`src/rtl/accident_alarm_pkg.sv`:
```
// Shared definitions for the accident alarm controller:
// state encoding and default timing constants.
package accident_alarm_pkg;

    localparam logic [2:0] ST_IDLE     = 3'd0;
    localparam logic [2:0] ST_CONFIRM  = 3'd1;
    localparam logic [2:0] ST_ALARM    = 3'd2;
    localparam logic [2:0] ST_ESCALATE = 3'd3;
    localparam logic [2:0] ST_HOLDOFF  = 3'd4;

    typedef enum logic [2:0] {
        S_IDLE     = ST_IDLE,
        S_CONFIRM  = ST_CONFIRM,
        S_ALARM    = ST_ALARM,
        S_ESCALATE = ST_ESCALATE,
        S_HOLDOFF  = ST_HOLDOFF
    } state_t;

    localparam int DEF_DEBOUNCE    = 4;
    localparam int DEF_BLINK_HALF  = 8;
    localparam int DEF_ESC_TIMEOUT = 64;
    localparam int DEF_HOLDOFF     = 16;
    localparam int DEF_CNT_W       = 8;

endpackage

```
`src/rtl/accident_alarm_ctrl_debounce.sv`:
```
// Consecutive-sample debouncer for the decoder output;
// emits a one-cycle latch pulse on the DEBOUNCE-th high sample.
module alarm_debounce
    import accident_alarm_pkg::*;
#(
    parameter int DEBOUNCE = DEF_DEBOUNCE
) (
    input  logic clk,
    input  logic rst_n,
    input  logic en,
    input  logic alarm_in,
    output logic latch
);

    localparam int DEB_W = $clog2(DEBOUNCE + 1);

    logic [DEB_W-1:0] deb;

    // The latch fires on the edge that takes the final high sample.
    assign latch = en && alarm_in && (deb == DEB_W'(DEBOUNCE - 1));

    // Count consecutive high samples; any low sample or leaving the
    // arming states restarts the count.
    always_ff @(posedge clk or negedge rst_n) begin
        if (!rst_n) begin
            deb <= '0;
        end else if (!en || !alarm_in || latch) begin
            deb <= '0;
        end else begin
            deb <= deb + 1'b1;
        end
    end

endmodule

```
`src/rtl/accident_alarm_ctrl.sv`:
```
// Accident alarm sequencer: debounced latch, pulsed siren, lamp,
// escalation to an emergency call, and post-ack hold-off.
module accident_alarm_ctrl
    import accident_alarm_pkg::*;
#(
    parameter int DEBOUNCE    = DEF_DEBOUNCE,
    parameter int BLINK_HALF  = DEF_BLINK_HALF,
    parameter int ESC_TIMEOUT = DEF_ESC_TIMEOUT,
    parameter int HOLDOFF     = DEF_HOLDOFF,
    parameter int CNT_W       = DEF_CNT_W
) (
    input  logic             clk,
    input  logic             rst_n,
    input  logic [3:0]       sensor,
    input  logic             alarm_in,
    input  logic             ack,
    output logic             siren,
    output logic             lamp,
    output logic             call_req,
    output logic [3:0]       sensor_snap,
    output logic [CNT_W-1:0] event_cnt,
    output logic [2:0]       state
);

    localparam int TMR_MAX = (ESC_TIMEOUT > HOLDOFF) ? ESC_TIMEOUT : HOLDOFF;
    localparam int TMR_W   = $clog2(TMR_MAX + 1);
    localparam int BLK_W   = $clog2(BLINK_HALF + 1);

    state_t             state_q, state_d;
    logic               siren_q, siren_d;
    logic               lamp_q, lamp_d;
    logic               call_q, call_d;
    logic [TMR_W-1:0]   tmr_q, tmr_d;
    logic [BLK_W-1:0]   blink_q, blink_d;
    logic [3:0]         snap_q, snap_d;
    logic [CNT_W-1:0]   cnt_q, cnt_d;
    logic               arming;
    logic               latch;

    assign arming = (state_q == S_IDLE) || (state_q == S_CONFIRM);

    alarm_debounce #(
        .DEBOUNCE (DEBOUNCE)
    ) u_debounce (
        .clk      (clk),
        .rst_n    (rst_n),
        .en       (arming),
        .alarm_in (alarm_in),
        .latch    (latch)
    );

    // Register all state and outputs; reset clears everything at once.
    always_ff @(posedge clk or negedge rst_n) begin
        if (!rst_n) begin
            state_q <= S_IDLE;
            siren_q <= 1'b0;
            lamp_q  <= 1'b0;
            call_q  <= 1'b0;
            tmr_q   <= '0;
            blink_q <= '0;
            snap_q  <= '0;
            cnt_q   <= '0;
        end else begin
            state_q <= state_d;
            siren_q <= siren_d;
            lamp_q  <= lamp_d;
            call_q  <= call_d;
            tmr_q   <= tmr_d;
            blink_q <= blink_d;
            snap_q  <= snap_d;
            cnt_q   <= cnt_d;
        end
    end

    // Next-state and next-output logic; the shared timer measures
    // time in ALARM, then time in HOLDOFF.
    always_comb begin
        state_d = state_q;
        siren_d = siren_q;
        lamp_d  = lamp_q;
        call_d  = call_q;
        tmr_d   = tmr_q;
        blink_d = blink_q;
        snap_d  = snap_q;
        cnt_d   = cnt_q;
        unique case (state_q)
            S_IDLE, S_CONFIRM: begin
                if (latch) begin
                    state_d = S_ALARM;
                    snap_d  = sensor;
                    if (cnt_q != '1) begin
                        cnt_d = cnt_q + 1'b1;
                    end
                    siren_d = 1'b1;
                    lamp_d  = 1'b1;
                    call_d  = 1'b0;
                    tmr_d   = '0;
                    blink_d = '0;
                end else if (alarm_in) begin
                    state_d = S_CONFIRM;
                end else begin
                    state_d = S_IDLE;
                end
            end
            S_ALARM: begin
                if (ack) begin
                    state_d = S_HOLDOFF;
                    siren_d = 1'b0;
                    lamp_d  = 1'b0;
                    call_d  = 1'b0;
                    tmr_d   = '0;
                end else if (tmr_q == TMR_W'(ESC_TIMEOUT - 1)) begin
                    state_d = S_ESCALATE;
                    siren_d = 1'b1;
                    call_d  = 1'b1;
                end else begin
                    tmr_d = tmr_q + 1'b1;
                    if (blink_q == BLK_W'(BLINK_HALF - 1)) begin
                        blink_d = '0;
                        siren_d = ~siren_q;
                    end else begin
                        blink_d = blink_q + 1'b1;
                    end
                end
            end
            S_ESCALATE: begin
                if (ack) begin
                    state_d = S_HOLDOFF;
                    siren_d = 1'b0;
                    lamp_d  = 1'b0;
                    call_d  = 1'b0;
                    tmr_d   = '0;
                end
            end
            S_HOLDOFF: begin
                if (tmr_q == TMR_W'(HOLDOFF - 1)) begin
                    state_d = S_IDLE;
                    tmr_d   = '0;
                end else begin
                    tmr_d = tmr_q + 1'b1;
                end
            end
            default: begin
                state_d = S_IDLE;
            end
        endcase
    end

    assign siren       = siren_q;
    assign lamp        = lamp_q;
    assign call_req    = call_q;
    assign sensor_snap = snap_q;
    assign event_cnt   = cnt_q;
    assign state       = state_q;

endmodule

```
`config.mk`:
```
export PLATFORM = sky130hd
export DESIGN_NAME = accident_alarm_ctrl
export DESIGN_NICKNAME = d
export VERILOG_FILES = /design/src/rtl/accident_alarm_pkg.sv /design/src/rtl/accident_alarm_ctrl_debounce.sv /design/src/rtl/accident_alarm_ctrl.sv
export SDC_FILE = /design/constraint.sdc
export NUM_CORES = 1
export LEC_CHECK = 0
export CORE_MARGIN = 2
export CORE_UTILIZATION = 65
export DETAILED_ROUTE_END_ITERATION = 12
export DONT_BUFFER_PORTS = 1
export MAX_ROUTING_LAYER = met4
export PLACE_DENSITY = 0.81
export SKIP_CTS_REPAIR_TIMING = 1
export SKIP_LAST_GASP = 1
export SYNTH_ARGS = -nofsm -noshare
export SYNTH_HDL_FRONTEND = slang
export SYNTH_HIERARCHICAL = 1
export SYNTH_SLANG_ARGS = --single-unit
```
`constraint.sdc`:
```
create_clock -name clk -period 5.1 [get_ports clk]
set_input_delay 1.02 -clock clk [delete_from_list [all_inputs] [get_ports clk]]
set_output_delay 1.02 -clock clk [all_outputs]
set_load 0.05 [all_outputs]
```
==> flow_summary.ini, run 1 <==
[yosys]
synthMuxAreaShare_pct = 4.72
synthCells = 168
synthSimpleGateAreaFrac_pct = 26.6
synthTopCellsByArea = dfrtp_1 (47%), nand2_1 (6.2%), mux2i_1 (4.7%), ha_1 (3.7%), nand3_1 (3.0%)
synth_compound_area_share_pct = 11.1
synth-edff-count = 0
syn_area_per_cell_um2 = 10.1
synth-xor-area-share_pct = 3.62
syn_area_mm2 = 0.00170
async_flop_share_pct = 100
synth_top_family_by_area = simple AND/OR/NAND/NOR gates
synth.top_cell.area_share_pct = 47.2
ys_ff_latch = 32
synth_top_area_cell = dfrtp_1
syn-num-nets = 181
synth_warnings = 6
yosys.cell_types.count = 48
ys_seq_area_share_pct = 47.2
synth-main-ff-cell = dfrtp_1
synthAdderAreaFrac_pct = 3.69

[clock_network]
tritoncts = yes
cts_sinks = 32
clockBufferDepth = 2
ctsRootBufferMaster = clkbuf_4
clk-insertion-delay-late_ns = 0.33
clk_pin_slew_ns = 0.10
htreeDepth = 2
numCtsBuffers = 5

[floorplan]
dieArea_mm2 = 0.00303
die_x_um = 55.1
start_util_pct = 68.4
row_count = 18
core_area_mm2 = 0.00248
die_h_um = 55.1
ios = 26

[sta]
fin_crit_sh_pct = 54.8
relSlewSlack_pct = 43.9
finalWorstSetupSlack_ns = 2.31
setup_viol = 0
finalSetupTns_ns = 0
rsz0062_at_grt = no
final_max_slew_viol_count = 0
finClkSkew_ns = 0.0104
clock.fmax_mhz = 358
tightest_slew_ns = 0.842
hold_viol = 0
fin_crit_ns = 2.79

[route]
viasPerCell = 6.35
wl_per_cell_um = 16.1
vias = 1258
drt-initial-drc-count = 19
drt_first_pass_iters = 4
wirelength_um = 3180
route.detailed.drc = 0
drtAntennaViolNets = 0

[run]
timing.max_cap.violations = 0

[placed_design]
dpl-instance-area_mm2 = 0.00170
dp.cells = 193
hpwl_um = 2250
pre_cts_slack_ns = 2.37
portBuffers = 0
place.gp.congestion = 0.772

[grt]
grt_pass1_wl_um = 5360
grt_pass1_vias = 1245
antenna_found_initial = 0
grt_max_degree = 33
grt_overflow_total = 0
grtUsageTotal_pct = 26.3

[final_layout]
syn_to_final_growth_pct = 2.66
nets = 183
antenna_cells = 0
instances_no_fill = 198
final_common_cell = dfrtp_1
layout_common_cells = dfrtp_1 (32), nand2_1 (28), nand3_1 (10)
finalInstanceArea_mm2 = 0.00174
drive_gt1_share_pct = 7.74

[pwr]
power_density_mw_per_mm2 = 444
p_leak_nw = 0.810
fin_total_pwr_uw = 773
ir_drop_v = 0.000375

[worst_setup_path]
startpoint_type = register
cp_cell_sequence = nor2_1, and3_2, or3b_1, and3_1, a211oi_1, mux2i_1
cpMaxStageDelayCell = dfrtp_1
critPathKind = reg -> reg
end_kind = register
arrival_ns = 3.05
cp.required_ns = 5.36
critical_path.max_fanout = 15
cpPeakStageDelay_ns = 0.71

[min_path]
hp-class = in -> async

[run_status]
status = finished clean
==> cells by family after synthesis <==
kind of cell,count (synthesis)
mux,8
simple gates,78
compound gates,27
buf+inv,11
fa+ha+maj,5
xor+xnor,7
flops,32
==> stage by stage <==
| stage | util [%] | hold WS [ns] |
|---|---|---|
| final | 70.3 | 0.372 |
| after global routing | 70.3 | 0.344 |
| after CTS | 70.3 | 0.361 |
| after detailed placement | 68.7 | 0.466 |
| after global placement | 68.7 | 0.461 |
| after floorplan | - | 0.443 |
==> sequential cells by signal, indices dropped and copies added (netlist names) <==
name,cells
state,3
blink_q,4
siren,1
call_req,1
tmr_q,7
u_debounce/deb,3
event_cnt,8
sensor_snap,4
lamp,1
==> cells in the mapped netlist (all sizes together) (4+ instances only) <==
master and instances:
mux2i 8, inv 6, dfrtp 32, o21ai 7, a21oi 7, nand3 10
xnor2 5, and3 4, nor2 6, ha 5, nand3b 5, nand2 28
or3b 5
==> final timing paths <==
check                                             from                      to  slack [ns]  cells after the start
worst min-delay path                             rst_n    tmr_q[6]$_DFFE_PN0P_        0.37                      0
min in group clk                blink_q[3]$_DFFE_PN0P_  blink_q[3]$_DFFE_PN0P_        0.48                      1
worst min register to register  blink_q[3]$_DFFE_PN0P_  blink_q[3]$_DFFE_PN0P_        0.48                      1
worst max-delay path              state[2]$_DFFE_PN0P_    tmr_q[6]$_DFFE_PN0P_        2.31                      6
max in group asynchronous                        rst_n  blink_q[3]$_DFFE_PN0P_        4.64                      0
worst max register to register    state[2]$_DFFE_PN0P_    tmr_q[6]$_DFFE_PN0P_        2.31                      6
==> layout make-up <==
| cell class | instances | area, µm² |
|---|---|---|
| Clock buffer | 5 | 37.5 |
| Inverter | 6 | 22.5 |
| Sequential cell | 32 | 801 |
| Multi-Input combinational cell | 125 | 842 |
| Tap cell | 30 | 37.5 |
| Fill cell | 195 | 737 |
==> critical path, delay by kind of cell (launching register included) <==
kind	cells	cell delay (ns)
flip-flops	1	0.71
AO/OA/AOI/OAI	1	0.32
AND/OR/NAND/NOR	4	1.47
multiplexers	1	0.22
==> routing by layer <==
| layer | global-route usage (%) | part of all wire (%) | vias up |
|---|---|---|---|
| li1 | - | - | 609 |
| met2 | 40.7 | 48 | 34 |
| met3 | 11.6 | 6.4 | 6 |
| met5 | - | 0 | - |
| met1 | 29.0 | 44 | 609 |
| met4 | 12.6 | 1.9 | 0 |
==> report_power, final <==
group / leakage [nW] / internal, mW / switching, mW
Clock: 0.0230 / 0.0460 / 0.0789
Combinational: 0.359 / 0.0681 / 0.0750
Sequential: 0.428 / 0.306 / 0.200
Total: 0.810 / 0.420 / 0.354
(Power assumes the default switching activity.)
==> inputs of run 2 (changes only) <==
--- a/config.mk
+++ b/config.mk
@@ -6,11 +6,11 @@
 export NUM_CORES = 1
 export LEC_CHECK = 0
 export CORE_MARGIN = 2
-export CORE_UTILIZATION = 65
+export CORE_UTILIZATION = 56
 export DETAILED_ROUTE_END_ITERATION = 12
 export DONT_BUFFER_PORTS = 1
 export MAX_ROUTING_LAYER = met4
-export PLACE_DENSITY = 0.81
+export PLACE_DENSITY = 0.74
 export SKIP_CTS_REPAIR_TIMING = 1
 export SKIP_LAST_GASP = 1
 export SYNTH_ARGS = -nofsm -noshare
==> constraint.sdc (replaced) <==
create_clock -name clk -period 2.4 [get_ports clk]
set_input_delay 0.48 -clock clk [delete_from_list [all_inputs] [get_ports clk]]
set_output_delay 0.48 -clock clk [all_outputs]
set_load 0.05 [all_outputs]
==> run 2 against run 1 <==
  * Setup slack lost 2.1 ns
  * Clock power grew 110%
  * Die area up 15%
  * Global-route usage is 3.6 points lower
  * First-iteration DRC count is 68% higher
  * Critical path type unchanged
  * Critical endpoint unchanged
==> flow_summary.ini, run 2 (synthesis gave the netlist of run 1 again) <==
[grt]
grt_pass1_wl_um = 5730
grt_pass1_vias = 1295
antenna_found_initial = 0
grt_max_degree = 33
grt_overflow_total = 0
grtUsageTotal_pct = 22.7

[clock_network]
tritoncts = yes
ctsRootBufferMaster = clkbuf_4
clk-insertion-delay-late_ns = 0.33
clockBufferDepth = 2
numCtsBuffers = 5
htreeDepth = 2
cts_sinks = 32
clk_pin_slew_ns = 0.09

[floorplan]
start_util_pct = 60.4
core_area_mm2 = 0.00281
dieArea_mm2 = 0.00348
die_h_um = 59.0
die_x_um = 59.0
ios = 26
row_count = 19

[sta]
finalSetupTns_ns = 0
relSlewSlack_pct = 60.2
rsz0062_at_grt = no
clock.fmax_mhz = 460
fin_crit_ns = 2.17
finClkSkew_ns = 0.0107
final_max_slew_viol_count = 0
hold-worst-slack_ns = 0.259
setup_viol = 0
tightest_slew_ns = 0.597
hold_viol = 0
fin_crit_sh_pct = 90.5

[pwr]
seqPwrFrac_pct = 55.1
switchingPower_uw = 754
fin_total_pwr_mw = 1.69
comb_power_share_pct = 29.6
switching_share_pct = 44.6
clkPwrFrac_pct = 15.4
internal_power_uw = 938
ir_drop_v = 0.000738
power_density_mw_per_mm2 = 916
p_leak_nw = 0.875

[min_path]
hp-class = in -> reg

[run_status]
status = finished clean

[route]
drt_first_pass_iters = 4
viasPerCell = 6.14
wl_per_cell_um = 15.4
route.detailed.drc = 0
wirelength_um = 3240
vias = 1296
drt-initial-drc-count = 32
drtAntennaViolNets = 0

[worst_setup_path]
cp_cell_sequence = ha_1, ha_1, and3_2, or3b_1, and3_1, a211oi_1, mux2i_1
arrival_ns = 2.43
critical_path.max_fanout = 9
startpoint_type = register
cp_num_buf_inv = 0
cpPeakStageDelay_ns = 0.36
end_kind = register
crit_family = simple AND/OR/NAND/NOR gates
cpMaxStageDelayCell = dfrtp_1
critPathKind = reg -> reg
cp.required_ns = 2.66
cpMostUsedCell = ha_1

[placed_design]
hpwl_um = 2400
portBuffers = 0
place.gp.congestion = 0.825

[final_layout]
layout_common_cells = dfrtp_1 (32), nand2_1 (28), nand3_1 (10), buf_4 (10), mux2i_1 (8)
regArea_um2 = 801
drive_gt1_share_pct = 13.3
fillers = 238
syn_to_final_growth_pct = 8.93
final_common_cell = dfrtp_1
multi_input_area_um2 = 842
largest_reg_flops = 8
fin_util_pct = 65.8
antenna_cells = 0
nets = 195

[run]
timing.max_cap.violations = 0
-- run 2: changes by cell type in the layout (fill, tap and decap cells not counted), sizes merged --
cell and change:
dlygate4sd3 +1, buf +11
-- run 2: worst reg2reg max path, cell delays in order, from the launching register on --
cell	delay, ns
dfrtp_1	0.36
ha_1	0.16
ha_1	0.18
and3_2	0.22
or3b_1	0.36
and3_1	0.27
a211oi_1	0.35
mux2i_1	0.21
-- run 2: power groups by stage --
stage	Sequential, mW	Clock, mW	Combinational, mW
6_report	0.932	0.260	0.500
5_1_grt	0.951	0.294	0.563
4_1_cts	0.933	0.268	0.491
3_5_place_dp	0.945	0	0.487
3_3_place_gp	0.939	0	0.466
2_1_floorplan	1.03	0	0.281
-- run 2: cell type report --
cell class / instances / area share (%)
well taps: 31 / 2.10
multi-input cells: 125 / 45.6
clock buffers: 5 / 2.03
inverters: 6 / 1.22
repair buffers: 12 / 5.69
flip-flops and latches: 32 / 43.4
-- run 2: path summary, 6_finish.rpt --
path,start,end,slack [ns],depth (start not counted)
min reg2reg,blink_q[3]$_DFFE_PN0P_,blink_q[3]$_DFFE_PN0P_,0.49,1
max reg2reg,u_debounce/deb[0]$_DFF_PN0_,tmr_q[6]$_DFFE_PN0P_,0.23,7
max in group asynchronous,rst_n,event_cnt[6]$_DFFE_PN0P_,1.64,2
min,sensor[1],sensor_snap[1]$_DFFE_PN0P_,0.26,2
max,u_debounce/deb[0]$_DFF_PN0_,tmr_q[6]$_DFFE_PN0P_,0.23,7
min in group asynchronous,rst_n,tmr_q[3]$_DFFE_PN0P_,0.58,2
-- run 2: per-stage QoR --
stage | std cells | area (µm²) | setup slack, ns
floorplan | 168 | 1700 | 0.000101
global placement | 204 | 1780 | 0.365
detailed placement | 204 | 1780 | 0.245
CTS | 209 | 1820 | 0.239
global route | 211 | 1850 | 0.128
finish | 211 | 1850 | 0.228
-- run 2: routing by layer --
| layer | vias up | track usage, % | wire (µm) |
|---|---|---|---|
| met2 | 25 | 36.3 | 1670 |
| met4 | 0 | 8.77 | 55 |
| met1 | 635 | 26.3 | 1380 |
| met5 | - | - | 0 |
| li1 | 631 | - | - |
| met3 | 5 | 7.64 | 135 |
==> inputs of run 3 (changes only) <==
--- a/config.mk
+++ b/config.mk
@@ -5,12 +5,12 @@
 export SDC_FILE = /design/constraint.sdc
 export NUM_CORES = 1
 export LEC_CHECK = 0
-export CORE_MARGIN = 2
+export CORE_MARGIN = 4
 export CORE_UTILIZATION = 56
 export DETAILED_ROUTE_END_ITERATION = 12
 export DONT_BUFFER_PORTS = 1
 export MAX_ROUTING_LAYER = met4
-export PLACE_DENSITY = 0.74
+export PLACE_DENSITY_LB_ADDON = 0.1
 export SKIP_CTS_REPAIR_TIMING = 1
 export SKIP_LAST_GASP = 1
 export SYNTH_ARGS = -nofsm -noshare
==> run 3 against run 2 <==
  * Power rose by 4.0%
  * Clock power increased by 22%
  * Global-route usage fell by 1.8 points
  * Highest routed layer unchanged
==> flow_summary.ini, run 3 (synthesis gave the netlist of run 1 again) <==
[placed_design]
hpwl_um = 2490
portBuffers = 0
place.gp.congestion = 0.856
dpl-instance-area_mm2 = 0.00178

[worst_setup_path]
cp.required_ns = 2.65
arrival_ns = 2.46
critical_path.max_fanout = 9
crit_path_end = tmr_q[6]$_DFFE_PN0P_
r2r_slack_ns = 0.19
worstReg2RegStart = u_debounce/deb[0]$_DFF_PN0_
end_kind = register
ff2ff_path_depth = 7
cp-startpoint = u_debounce/deb[0]$_DFF_PN0_
startpoint_type = register
r2r_end = tmr_q[6]$_DFFE_PN0P_
critPathKind = reg -> reg

[run]
timing.max_cap.violations = 0

[final_layout]
drive_gt1_share_pct = 13.7
fin_util_pct = 66.0
syn_to_final_growth_pct = 10.2
finalInstanceArea_mm2 = 0.00187
final_common_cell = dfrtp_1
antenna_cells = 0
fillers = 253
nets = 195
largest_reg_flops = 8
layout_common_cells = dfrtp_1 (32), nand2_1 (28), nand3_1 (10), buf_4 (10), mux2i_1 (8)

[clock_network]
clockBufferDepth = 2
ctsRootBufferMaster = clkbuf_4
clk_pin_slew_ns = 0.09
tritoncts = yes
clk-insertion-delay-late_ns = 0.32
numCtsBuffers = 5
cts_sinks = 32
htreeDepth = 2

[grt]
grt_overflow_total = 0
grt_max_degree = 33
grtUsageTotal_pct = 20.8
antenna_found_initial = 0
grt_pass1_wl_um = 6340
grt_pass1_vias = 1303

[floorplan]
start_util_pct = 59.9
ios = 26
row_count = 19
die_x_um = 63.0
die_h_um = 63.0
dieArea_mm2 = 0.00397
core_area_mm2 = 0.00283

[pwr]
power_density_mw_per_mm2 = 942
p_leak_nw = 0.885
ir_drop_v = 0.000618

[sta]
fin_crit_ns = 2.21
setup_viol = 0
tightest_slew_ns = 0.611
relSlewSlack_pct = 59.3
fin_crit_sh_pct = 92.1
finClkSkew_ns = 0.00632
hold_viol = 0
final_max_slew_viol_count = 0
clock.fmax_mhz = 453
finalSetupTns_ns = 0

[route]
wl_per_cell_um = 16.1
route.detailed.drc = 0
wl_met3_um = 217
drt-initial-drc-count = 92
drtAntennaViolNets = 0
wirelength_um = 3460
wl_met2_um = 1650
vias = 1317
drt_first_pass_iters = 4
dr.max_layer_used = met4
viasPerCell = 6.15
wl_met1_um = 1520

[run_status]
status = finished clean

[min_path]
hp-class = in -> reg
hold_depth = 2
==> run 3: routing by layer <==
metal | track usage, % | up-vias
li1 | - | 629
met1 | 25.4 | 635
met2 | 32.4 | 47
met3 | 5.94 | 6
met4 | 8.54 | 0
met5 | - | -
==> run 3: metrics by stage <==
stage / cells / total power, mW / worst slack, ns / hold WS [ns]
CTS: 212 / 1.76 / 0.200 / -0.171
floorplan: 168 / 1.31 / 0.000101 / 0.184
global route: 214 / 1.89 / -0.00177 / 0.249
detailed placement: 204 / 1.44 / 0.241 / 0.185
finish: 214 / 1.76 / 0.190 / 0.262
global placement: 204 / 1.41 / 0.344 / 0.185
==> run 3: worst min path at each step <==
stage	start	endpoint	slack [ns]
after global routing	sensor[2]	sensor_snap[2]$_DFFE_PN0P_	0.25
after global placement	rst_n	u_debounce/deb[2]$_DFF_PN0_	0.19
final	sensor[3]	sensor_snap[3]$_DFFE_PN0P_	0.26
after detailed placement	rst_n	u_debounce/deb[0]$_DFF_PN0_	0.19
after floorplan	rst_n	blink_q[0]$_DFFE_PN0P_	0.18
after CTS	rst_n	u_debounce/deb[0]$_DFF_PN0_	-0.17
==> run 3: final cells by class <==
type                            instances  area (µm²)  area share [%]
Multi-Input combinational cell        125         842            45.1
Clock buffer                            8        58.8            3.15
Sequential cell                        32         801            42.9
Timing Repair Buffer                   12         105            5.63
Inverter                                6        22.5            1.21
Tap cell                               31        38.8            2.08
==> run 3: where the power goes <==
group	leakage, nW	internal (mW)	switching (mW)	total, mW
registers	0.428	0.652	0.286	0.938
clock network	0.0326	0.145	0.172	0.316
logic	0.424	0.186	0.319	0.505
total	0.885	0.982	0.777	1.76
==> run 3: critical path: stages (launching register included) <==
cell      delay, ns
dfrtp_1        0.38
ha_1           0.16
ha_1           0.20
and3_2         0.23
or3b_1         0.37
and3_1         0.28
a211oi_1       0.32
mux2i_1        0.20
